[src/rtl/pipe_skid_reg.sv]
// Two-entry skid register stage. The main register always drives the output.
// The skid register catches the one beat that arrives while the downstream
// side is stalled. Because in_ready_o comes only from registered state,
// the upstream ready path is fully registered. A saturating counter records
// how many cycles the stage spent back-pressured.
module pipe_skid_reg #(
    parameter int                 DATA_W  = 64,
    parameter int                 CNT_W   = 32,
    parameter logic [DATA_W-1:0]  RST_VAL = '0
) (
    input  logic              clk,
    input  logic              rst,
    input  logic              in_valid_i,
    output logic              in_ready_o,
    input  logic [DATA_W-1:0] in_data_i,
    output logic              out_valid_o,
    input  logic              out_ready_i,
    output logic [DATA_W-1:0] out_data_o,
    input  logic              flush_i,
    input  logic              cnt_clr_i,
    output logic [1:0]        occupancy_o,
    output logic [CNT_W-1:0]  stall_cnt_o
);

    // The state encoding is the occupancy itself, so it can be exported directly.
    typedef enum logic [1:0] {
        EMPTY = 2'd0,
        ONE   = 2'd1,
        FULL  = 2'd2
    } state_t;

    state_t            state, state_nxt;
    logic [DATA_W-1:0] main_q, skid_q;
    logic [CNT_W-1:0]  cnt_q;
    logic              in_fire, out_fire, stalled;

    assign in_fire  = in_valid_i & in_ready_o;
    assign out_fire = out_valid_o & out_ready_i;
    assign stalled  = out_valid_o & ~out_ready_i;

    // State register
    always_ff @(posedge clk or negedge rst) begin
        if (!rst) state <= EMPTY;
        else      state <= state_nxt;
    end

    // Next-state logic; flush overrides every handshake
    always_comb begin
        state_nxt = state;
        case (state)
            EMPTY: if (in_fire) state_nxt = ONE;
            ONE: begin
                if (in_fire && !out_fire)      state_nxt = FULL;
                else if (!in_fire && out_fire) state_nxt = EMPTY;
            end
            FULL:    if (out_fire) state_nxt = ONE;
            default: state_nxt = EMPTY;
        endcase
        if (flush_i) state_nxt = EMPTY;
    end

    // Output decode from registered state only (no out_ready_i -> in_ready_o path)
    always_comb begin
        in_ready_o  = (state != FULL);
        out_valid_o = (state != EMPTY);
        occupancy_o = state;
    end

    // Payload registers load only on their fire conditions; a flushed beat is never stored
    always_ff @(posedge clk or negedge rst) begin
        if (!rst) begin
            main_q <= RST_VAL;
            skid_q <= RST_VAL;
        end else if (!flush_i) begin
            case (state)
                EMPTY: if (in_fire) main_q <= in_data_i;
                ONE: begin
                    if (in_fire && out_fire) main_q <= in_data_i;
                    else if (in_fire)        skid_q <= in_data_i;
                end
                FULL:    if (out_fire) main_q <= skid_q;
                default: ;
            endcase
        end
    end

    assign out_data_o = main_q;

    // Saturating stall counter; clear beats increment, flush is ignored
    always_ff @(posedge clk or negedge rst) begin
        if (!rst)                       cnt_q <= '0;
        else if (cnt_clr_i)             cnt_q <= '0;
        else if (stalled && !(&cnt_q))  cnt_q <= cnt_q + 1'b1;
    end

    assign stall_cnt_o = cnt_q;

endmodule
[config.mk]
export PLATFORM = sky130hd
export DESIGN_NAME = pipe_skid_reg
export DESIGN_NICKNAME = d
export VERILOG_FILES = /design/src/rtl/pipe_skid_reg.sv
export SDC_FILE = /design/constraint.sdc
export NUM_CORES = 1
export LEC_CHECK = 0
export CORE_MARGIN = 3
export CORE_UTILIZATION = 30
export CTS_BUF_LIST = sky130_fd_sc_hd__clkbuf_8
export DETAILED_ROUTE_END_ITERATION = 10
export GPL_ROUTABILITY_DRIVEN = 0
export HOLD_SLACK_MARGIN = 0.15
export PLACE_DENSITY_LB_ADDON = 0.2
export SYNTH_ARGS = -nofsm -noshare
export SYNTH_HDL_FRONTEND = slang
export SYNTH_SLANG_ARGS = --single-unit
[constraint.sdc]
create_clock -name clk -period 2 [get_ports clk]
set_input_delay 0.4 -clock clk [delete_from_list [all_inputs] [get_ports clk]]
set_output_delay 0.4 -clock clk [all_outputs]
set_load 0.02 [all_outputs]
# Yosys cells after proc, flatten, opt, wreduce, memory -nomap -nowiden
# Cells that the tools add are included.
# totals
rom_bits	0
ff_bits	162
memories	0
wordCells	47
out_inout_bits	100
ram_bits	0
in_bits	70
latchBits	0
# op_classes
addsub	1
div	0
n_shift	0
n_eq_ne	9
multipliers	0
n_reduce_logical	15
n_bitwise	6
muxes	12
n_lt_le_gt_ge	0
# op_table
operator	n
64-bit two-way mux	3
64-bit one-hot mux with 3 select lines	1
32-bit two-way mux	2
32-bit by 1-bit adder with 32-bit output, second input constant	1
32-bit AND reduction	1
2-bit two-way mux	5
2-bit inequality test, second input constant	4
3-bit inequality test, second input constant	2
2-bit one-hot mux with 3 select lines	1
5-bit AND reduction	1
1-bit logical AND	4
4-bit inequality test, second input constant	1
4-bit AND reduction	1
2-bit nonzero test	2
1-bit bitwise AND	3
1-bit zero test	3
1-bit inverter	3
3-bit AND reduction	1
3-bit nonzero test	1
2-bit by 1-bit equality test with 1-bit output, second input constant	1
2-bit equality test, second input constant	1
2-bit zero test	1

# Logic depth before layout (Yosys ltp)
# Gate-level depths: netlist (run 1).
# depth
ltp_word	8
mapped_depth	8
depth_no_buf	5

# Least setup slack after synthesis (run 1)
# No wires, ideal clock.
# synth_timing
path_kind	register -> register
startpoint	register cnt_q[16], in the netlist stall_cnt_o[16]
endpoint	register cnt_q[7], in the netlist stall_cnt_o[7]
stages_incl_launch_ff	7
path_buffers	1
setup_ps	125
slack_ps	-216
t_arrival_ps	2091
synth_period_minus_slack_ps	2216
required_ps	1875
cell_sequence	dfrtp_1 nand3_2 or4_4 nor4_4 buf_6 nor4_1 mux2_4
# synth_between
elab_chain_len	4
# synth_rtl
element	line	source
start: declaration	34	logic [CNT_W-1:0] cnt_q;
start signal: assignment	93	else if (stalled && !(&cnt_q)) cnt_q <= cnt_q + 1'b1;
32-bit AND reduction	93	
1-bit zero test	93	
1-bit logical AND	93	
2-bit nonzero test (no line)	--	
# No other way between the ends.
# A chain may end at the register's enable or synchronous reset.

# Worst setup path in the final report (run 1)
# layout_timing
startpoint	register cnt_q[21], in the netlist stall_cnt_o[21]
endpoint	register cnt_q[13], in the netlist stall_cnt_o[13]
# The elaborated chain is that of the path after synthesis.

==> results.json, run 1 <==
{
  "finalClockSkew_ps": 29.3,
  "die_y_um": 162,
  "min_path_type": "input port to async pin",
  "overflow": 0,
  "via_per_inst": 4.77,
  "grt_pass1_vias": 5843,
  "die_x_um": 162,
  "drc_errors": 0,
  "worstPathRequired_ps": 2360,
  "fin_crit_ps": 2060,
  "start_util": 0.309,
  "fin_area_um2": 10800,
  "diodes": 0,
  "pin_count": 170,
  "fill_cells": 2231,
  "synth-main-ff-cell": "dfrtp_1",
  "crit_end": "stall_cnt_o[13]$_DFFE_PN0P_",
  "routed_wl_um": 19900,
  "port_buffers": 169,
  "synthesis.area_um2": 7330,
  "end_kind": "flip-flop",
  "dpl-instance-area_um2": 10000,
  "synth_edf_count": 0,
  "slowest_delay_ps": 510,
  "ff2ff_path_depth": 6,
  "path_delay_family": "simple AND/OR/NAND/NOR gates",
  "fmax_mhz": 484,
  "dp_slack_ps": -396,
  "synth_top_area_cell": "dfrtp_1",
  "die-area_um2": 26300,
  "regArea_um2": 4070,
  "async_flop_share": 1.00,
  "place_hpwl_um": 13300,
  "arrival_ps": 2430,
  "nets": 961,
  "crit_start": "stall_cnt_o[21]$_DFFE_PN0P_",
  "timing.rr.end": "stall_cnt_o[13]$_DFFE_PN0P_",
  "peakVddDrop_mv": 0.511,
  "rsz0062_at_grt": "yes",
  "power_uw": 8530,
  "final_cell_mix": "dfrtp_1, clkdlybuf4s50_1, a21oi_1",
  "htreeDepth": 4,
  "critPathBufInv": 1,
  "status": "finished, violations left",
  "cp_max_fo": 5,
  "dp.cells": 1171,
  "clockBufferDepth": 2,
  "row_count": 56,
  "drtAntennaViolNets": 0,
  "vias": 5824,
  "path_cells": "nand3_4 -> or4_4 -> nor4_4 -> buf_6 -> nor3_1 -> mux2_4",
  "grt_usage": 0.152,
  "timing.final.crit_share": 1.03,
  "avgSynthCellArea_um2": 11.4,
  "cap_viol_max_count": 0,
  "worst_slack_ps": -64.9,
  "rrSetupSlack_ps": -60,
  "worstMarginPinSlew_ps": 530,
  "clk_pin_slew_worst_paths_ps": 120,
  "clk_latency_ps": 460,
  "multi_input_comb_area_um2": 3290,
  "cp-start-kind": "flip-flop",
  "synth.top_cell.area_share": 0.553,
  "root_buffer": "clkbuf_8",
  "maxSlewViolCount": 0,
  "crit_type": "flip-flop to flip-flop",
  "cpMaxStageDelayCell": "or4_4",
  "grt_pass1_wl_um": 31600,
  "ys_ff_latch": 162,
  "synth_warnings": 0,
  "setup_viol": 19,
  "p_leak_uw": 0.00466,
  "synth.distinct_cells": 43,
  "coreArea_um2": 23800,
  "final_cells": 1222,
  "netlist_instances": 645,
  "drive_gt1_frac": 0.291,
  "firstDrtPassIters": 4,
  "drtIter0Drc": 266,
  "cts_buffers": 17,
  "grt_max_degree": 66,
  "cts_tree": "built",
  "wl_per_cell_um": 16.3,
  "power_density_nw_per_um2": 789,
  "post-route-util": 0.455,
  "areaGrowthSynthToFinish_pct": 47.5,
  "max_slew_margin": 0.647,
  "final_common_cell": "dfrtp_1",
  "yosys-top-cells-area": "dfrtp_1, mux2_2, mux2i_1",
  "violations": "setup timing",
  "antenna_found_initial": 0,
  "r2r-start": "stall_cnt_o[21]$_DFFE_PN0P_",
  "syn_nets": 716,
  "cp.depth": 6,
  "final_hold_viol_count": 0,
  "yosysSeqAreaShare": 0.553,
  "cts_num_sinks": 162
}
-- cells in the mapped netlist (2+ instances only) --
cell type	instances
dfrtp_1	162
a21oi_1	92
nor2_1	76
mux2i_1	66
mux2_2	64
clkbuf_1	28
nand3_1	15
o21ai_0	15
or3_1	15
nand2_1	11
nand4_1	11
or4_1	11
o31ai_1	10
and3_1	8
buf_2	7
nor2b_1	6
nor3_1	6
nor4_1	4
buf_6	3
mux2_4	3
nand3_2	3
and2_1	2
buf_1	2
clkbuf_2	2
inv_1	2
nand2b_1	2
nor4_4	2
or2_2	2
-- final cells by class --
type                       instances  share of cell area
sequential                       162               0.377
multi-input combinational        439               0.304
timing repair buffer             268               0.245
tap                              319              0.0369
clock buffer                      17              0.0216
clock inverter                    15              0.0150
inverter                           2            0.000695
-- state kept, by name (all words and copies together) (netlist names) --
name / flops
out_data_o: 64
skid_q: 64
stall_cnt_o: 32
occupancy_o: 2
-- worst min path at each step --
stage                     from                          end  slack [ps]  cells past startpoint
after floorplan            rst   occupancy_o[0]$_DFFE_PN0P_         100                      0
after global placement     rst  stall_cnt_o[13]$_DFFE_PN0P_         400                      1
after CTS                  rst  stall_cnt_o[13]$_DFFE_PN0P_         440                      2
final                      rst  stall_cnt_o[13]$_DFFE_PN0P_         440                      2
after global routing       rst  stall_cnt_o[13]$_DFFE_PN0P_         470                      2
after detailed placement   rst  stall_cnt_o[13]$_DFFE_PN0P_         400                      1
-- timing repair --
action,CTS,global route
resized for setup,31,60
endpoints found under the setup margin,35,43
endpoints found under the hold margin,38,0
hold buffers,1,0
buffers inserted,9,7
gates cloned,0,3
pin swaps,4,24
-- per-stage QoR --
| step | hold slack [ps] | TNS [ps] |
|---|---|---|
| 2_1_floorplan | 104 | -1390 |
| 3_3_place_gp | 396 | -12140 |
| 3_5_place_dp | 399 | -12190 |
| 4_1_cts | 444 | -106 |
| 5_1_grt | 470 | -2270 |
| 6_report | 443 | -639 |
-- kinds of logic after synthesis --
kind of cell | after synthesis | synth area share
AOI/OAI and AO/OA | 123 | 0.0908
buffers and inverters | 44 | 0.0271
adders and majority gates | 1 | 0.00171
DFF | 162 | 0.553
muxes | 134 | 0.196
and+or+nand+nor | 180 | 0.130
xor gates and xnor gates | 1 | 0.00120
-- metal layers --
layer / up-vias / track usage / part of all wire / wire length, um
met1: 2866 / 0.193 / 0.45 / 8880
met4: 0 / 0.0403 / 0.015 / 295
met3: 18 / 0.0653 / 0.085 / 1700
met5: - / 0 / 0 / 0
li1: 2810 / - / - / -
met2: 130 / 0.238 / 0.45 / 9080
-- report_power, final --
group	total, uW	internal [uW]	switching (uW)
Combinational	1930	1030	901
Sequential	4170	3880	299
Clock	2420	944	1480
Total	8530	5850	2680
Note: power is estimated with default switching activity, not from simulation.
==> run 2: changes to the inputs <==
--- a/config.mk
+++ b/config.mk
@@ -6,12 +6,13 @@
 export NUM_CORES = 1
 export LEC_CHECK = 0
 export CORE_MARGIN = 3
-export CORE_UTILIZATION = 30
+export CORE_UTILIZATION = 40
 export CTS_BUF_LIST = sky130_fd_sc_hd__clkbuf_8
 export DETAILED_ROUTE_END_ITERATION = 10
 export GPL_ROUTABILITY_DRIVEN = 0
 export HOLD_SLACK_MARGIN = 0.15
 export PLACE_DENSITY_LB_ADDON = 0.2
+export RECOVER_POWER = 50
 export SYNTH_ARGS = -nofsm -noshare
 export SYNTH_HDL_FRONTEND = slang
 export SYNTH_SLANG_ARGS = --single-unit
==> run 2 against run 1 <==
Effect of this change:
- the run now ends clean
- cell area decreased by 6.4%
- critical path depth unchanged
- non-clock buffer count down 24
- register-to-register slack gained 80 ps
- fmax rose by 3.8%
- setup slack improved by 75 ps
- sequential share of layout area rose by 2.6 points
- first-iteration DRC count down 3.4%
- critical path type unchanged
- largest cell class unchanged
- largest power group unchanged
==> results.json, run 2 (synthesis results as in run 1) <==
{
  "cts_tree": "built",
  "power_uw": 8540,
  "cts_num_sinks": 162,
  "grt_max_degree": 66,
  "ff2ff_path_depth": 6,
  "root_buffer": "clkbuf_8",
  "end_kind": "flip-flop",
  "arrival_ps": 2320,
  "critPathBufInv": 2,
  "clk_latency_ps": 450,
  "timing.final.crit_share": 0.995,
  "path_delay_family": "simple AND/OR/NAND/NOR gates",
  "use_met2": 0.318,
  "clk_pin_slew_worst_paths_ps": 80,
  "post-route-util": 0.575,
  "row_count": 48,
  "maxSlewViolCount": 0,
  "rsz0062_at_grt": "yes",
  "final_cell_mix": "dfrtp_1, clkdlybuf4s50_1, a21oi_1",
  "cp-start-kind": "flip-flop",
  "grt_pass1_vias": 6001,
  "cp.depth": 6,
  "finalClockSkew_ps": 16.6,
  "grt.busiest_layer": "met2",
  "power_density_nw_per_um2": 844,
  "p_leak_uw": 0.00412,
  "setup_viol": 0,
  "cp_max_fo": 5,
  "wl_per_cell_um": 16.9,
  "place_hpwl_um": 12900,
  "drive_gt1_frac": 0.242,
  "port_buffers": 169,
  "max_slew_margin": 0.268,
  "grtUsageMet1": 0.223,
  "drtAntennaViolNets": 0,
  "die_x_um": 141,
  "r2r-start": "stall_cnt_o[26]$_DFFE_PN0P_",
  "slowest_delay_ps": 550,
  "start_util": 0.417,
  "antenna_found_initial": 1,
  "path_cells": "inv_1 -> or4_4 -> nor4_4 -> buf_6 -> nor4_1 -> mux2_4",
  "grt_pass1_wl_um": 30000,
  "worstMarginPinSlew_ps": 1100,
  "crit_start": "stall_cnt_o[26]$_DFFE_PN0P_",
  "min_from": "skid_q[60]$_DFFE_PN0P_",
  "fmax_mhz": 503,
  "cts_buffers": 17,
  "drc_errors": 0,
  "peakVddDrop_mv": 0.587,
  "fin_crit_ps": 1990,
  "htreeDepth": 4,
  "final_hold_viol_count": 0,
  "min_path_type": "flip-flop to flip-flop",
  "cpMaxStageDelayCell": "or4_4",
  "coreArea_um2": 17600,
  "dpl-instance-area_um2": 9760,
  "vias": 5814,
  "use_met3": 0.0600,
  "firstDrtPassIters": 6,
  "die-area_um2": 20000,
  "pin_count": 170,
  "die_y_um": 141,
  "via_per_inst": 5.26,
  "clockBufferDepth": 2,
  "areaGrowthSynthToFinish_pct": 38.0,
  "crit_type": "flip-flop to flip-flop",
  "grt_usage": 0.187,
  "cap_viol_max_count": 0,
  "routed_wl_um": 18600,
  "nets": 938,
  "worstHoldPathCells": 1,
  "worstPathRequired_ps": 2330,
  "final_common_cell": "dfrtp_1",
  "drtIter0Drc": 257,
  "fin_setup_tns_ps": 0,
  "fin_area_um2": 10100,
  "overflow": 0,
  "status": "completed"
}
[run 2: cell types whose count changed in the layout (fill, tap and decap cells not counted), moves of 6 or more]
cell / previous run / this run
clkbuf_1: 0 / 17
dlymetal6s2s_1: 14 / 0
clkdlybuf4s50_1: 133 / 141
dlygate4sd2_1: 19 / 8
o31ai_1: 3 / 10
buf_12: 11 / 3
o31ai_2: 6 / 0
buf_4: 77 / 56
[run 2: metrics by stage]
stage               hold WS, ps  cells  setup WS, ps
finish                      508   1106          10.3
global route                526   1106         -68.1
CTS                         408   1102          3.00
detailed placement          359   1065          -414
global placement            351   1065          -375
floorplan                   104    645          -130
[run 2: area by class of cell]
cell class / instances / area [um^2]
clock buffer: 21 / 289
tap: 225 / 282
sequential: 162 / 4070
multi-input combinational: 440 / 3140
inverter: 2 / 7.51
clock inverter: 11 / 123
timing repair buffer: 244 / 2190
antenna: 1 / 2.50
fill: 1525 / 7480
[run 2: path summary, 6_finish.rpt]
path / end / slack (ps)
max in group asynchronous: skid_q[43]$_DFFE_PN0P_ / 280
worst max register to register: stall_cnt_o[7]$_DFFE_PN0P_ / 10
min in group asynchronous: stall_cnt_o[13]$_DFFE_PN0P_ / 670
worst max-delay path: stall_cnt_o[7]$_DFFE_PN0P_ / 10
worst min-delay path: skid_q[60]$_DFFE_PN0P_ / 510
worst min register to register: skid_q[60]$_DFFE_PN0P_ / 510
[run 2: routing by layer]
layer | vias to the layer above | part of all wire
met5 | - | 0
met3 | 22 | 0.064
li1 | 2762 | -
met4 | 0 | 0.018
met1 | 2896 | 0.41
met2 | 134 | 0.51
[run 2: where the power goes]
part | switching [uW] | total, uW | internal (uW)
Clock | 1200 | 2450 | 1250
Combinational | 886 | 1890 | 1000
Sequential | 320 | 4200 | 3880
Total | 2410 | 8540 | 6130
[run 2: repair_timing]
| action | in CTS | in global routing |
|---|---|---|
| endpoints found under the hold margin | 37 | 0 |
| hold buffers | 1 | 0 |
| setup buffers | 2 | 3 |
| setup endpoints to repair | 31 | 43 |
| gates resized for setup | 16 | 34 |
| cloned | 2 | 0 |
| pin swaps | 3 | 5 |
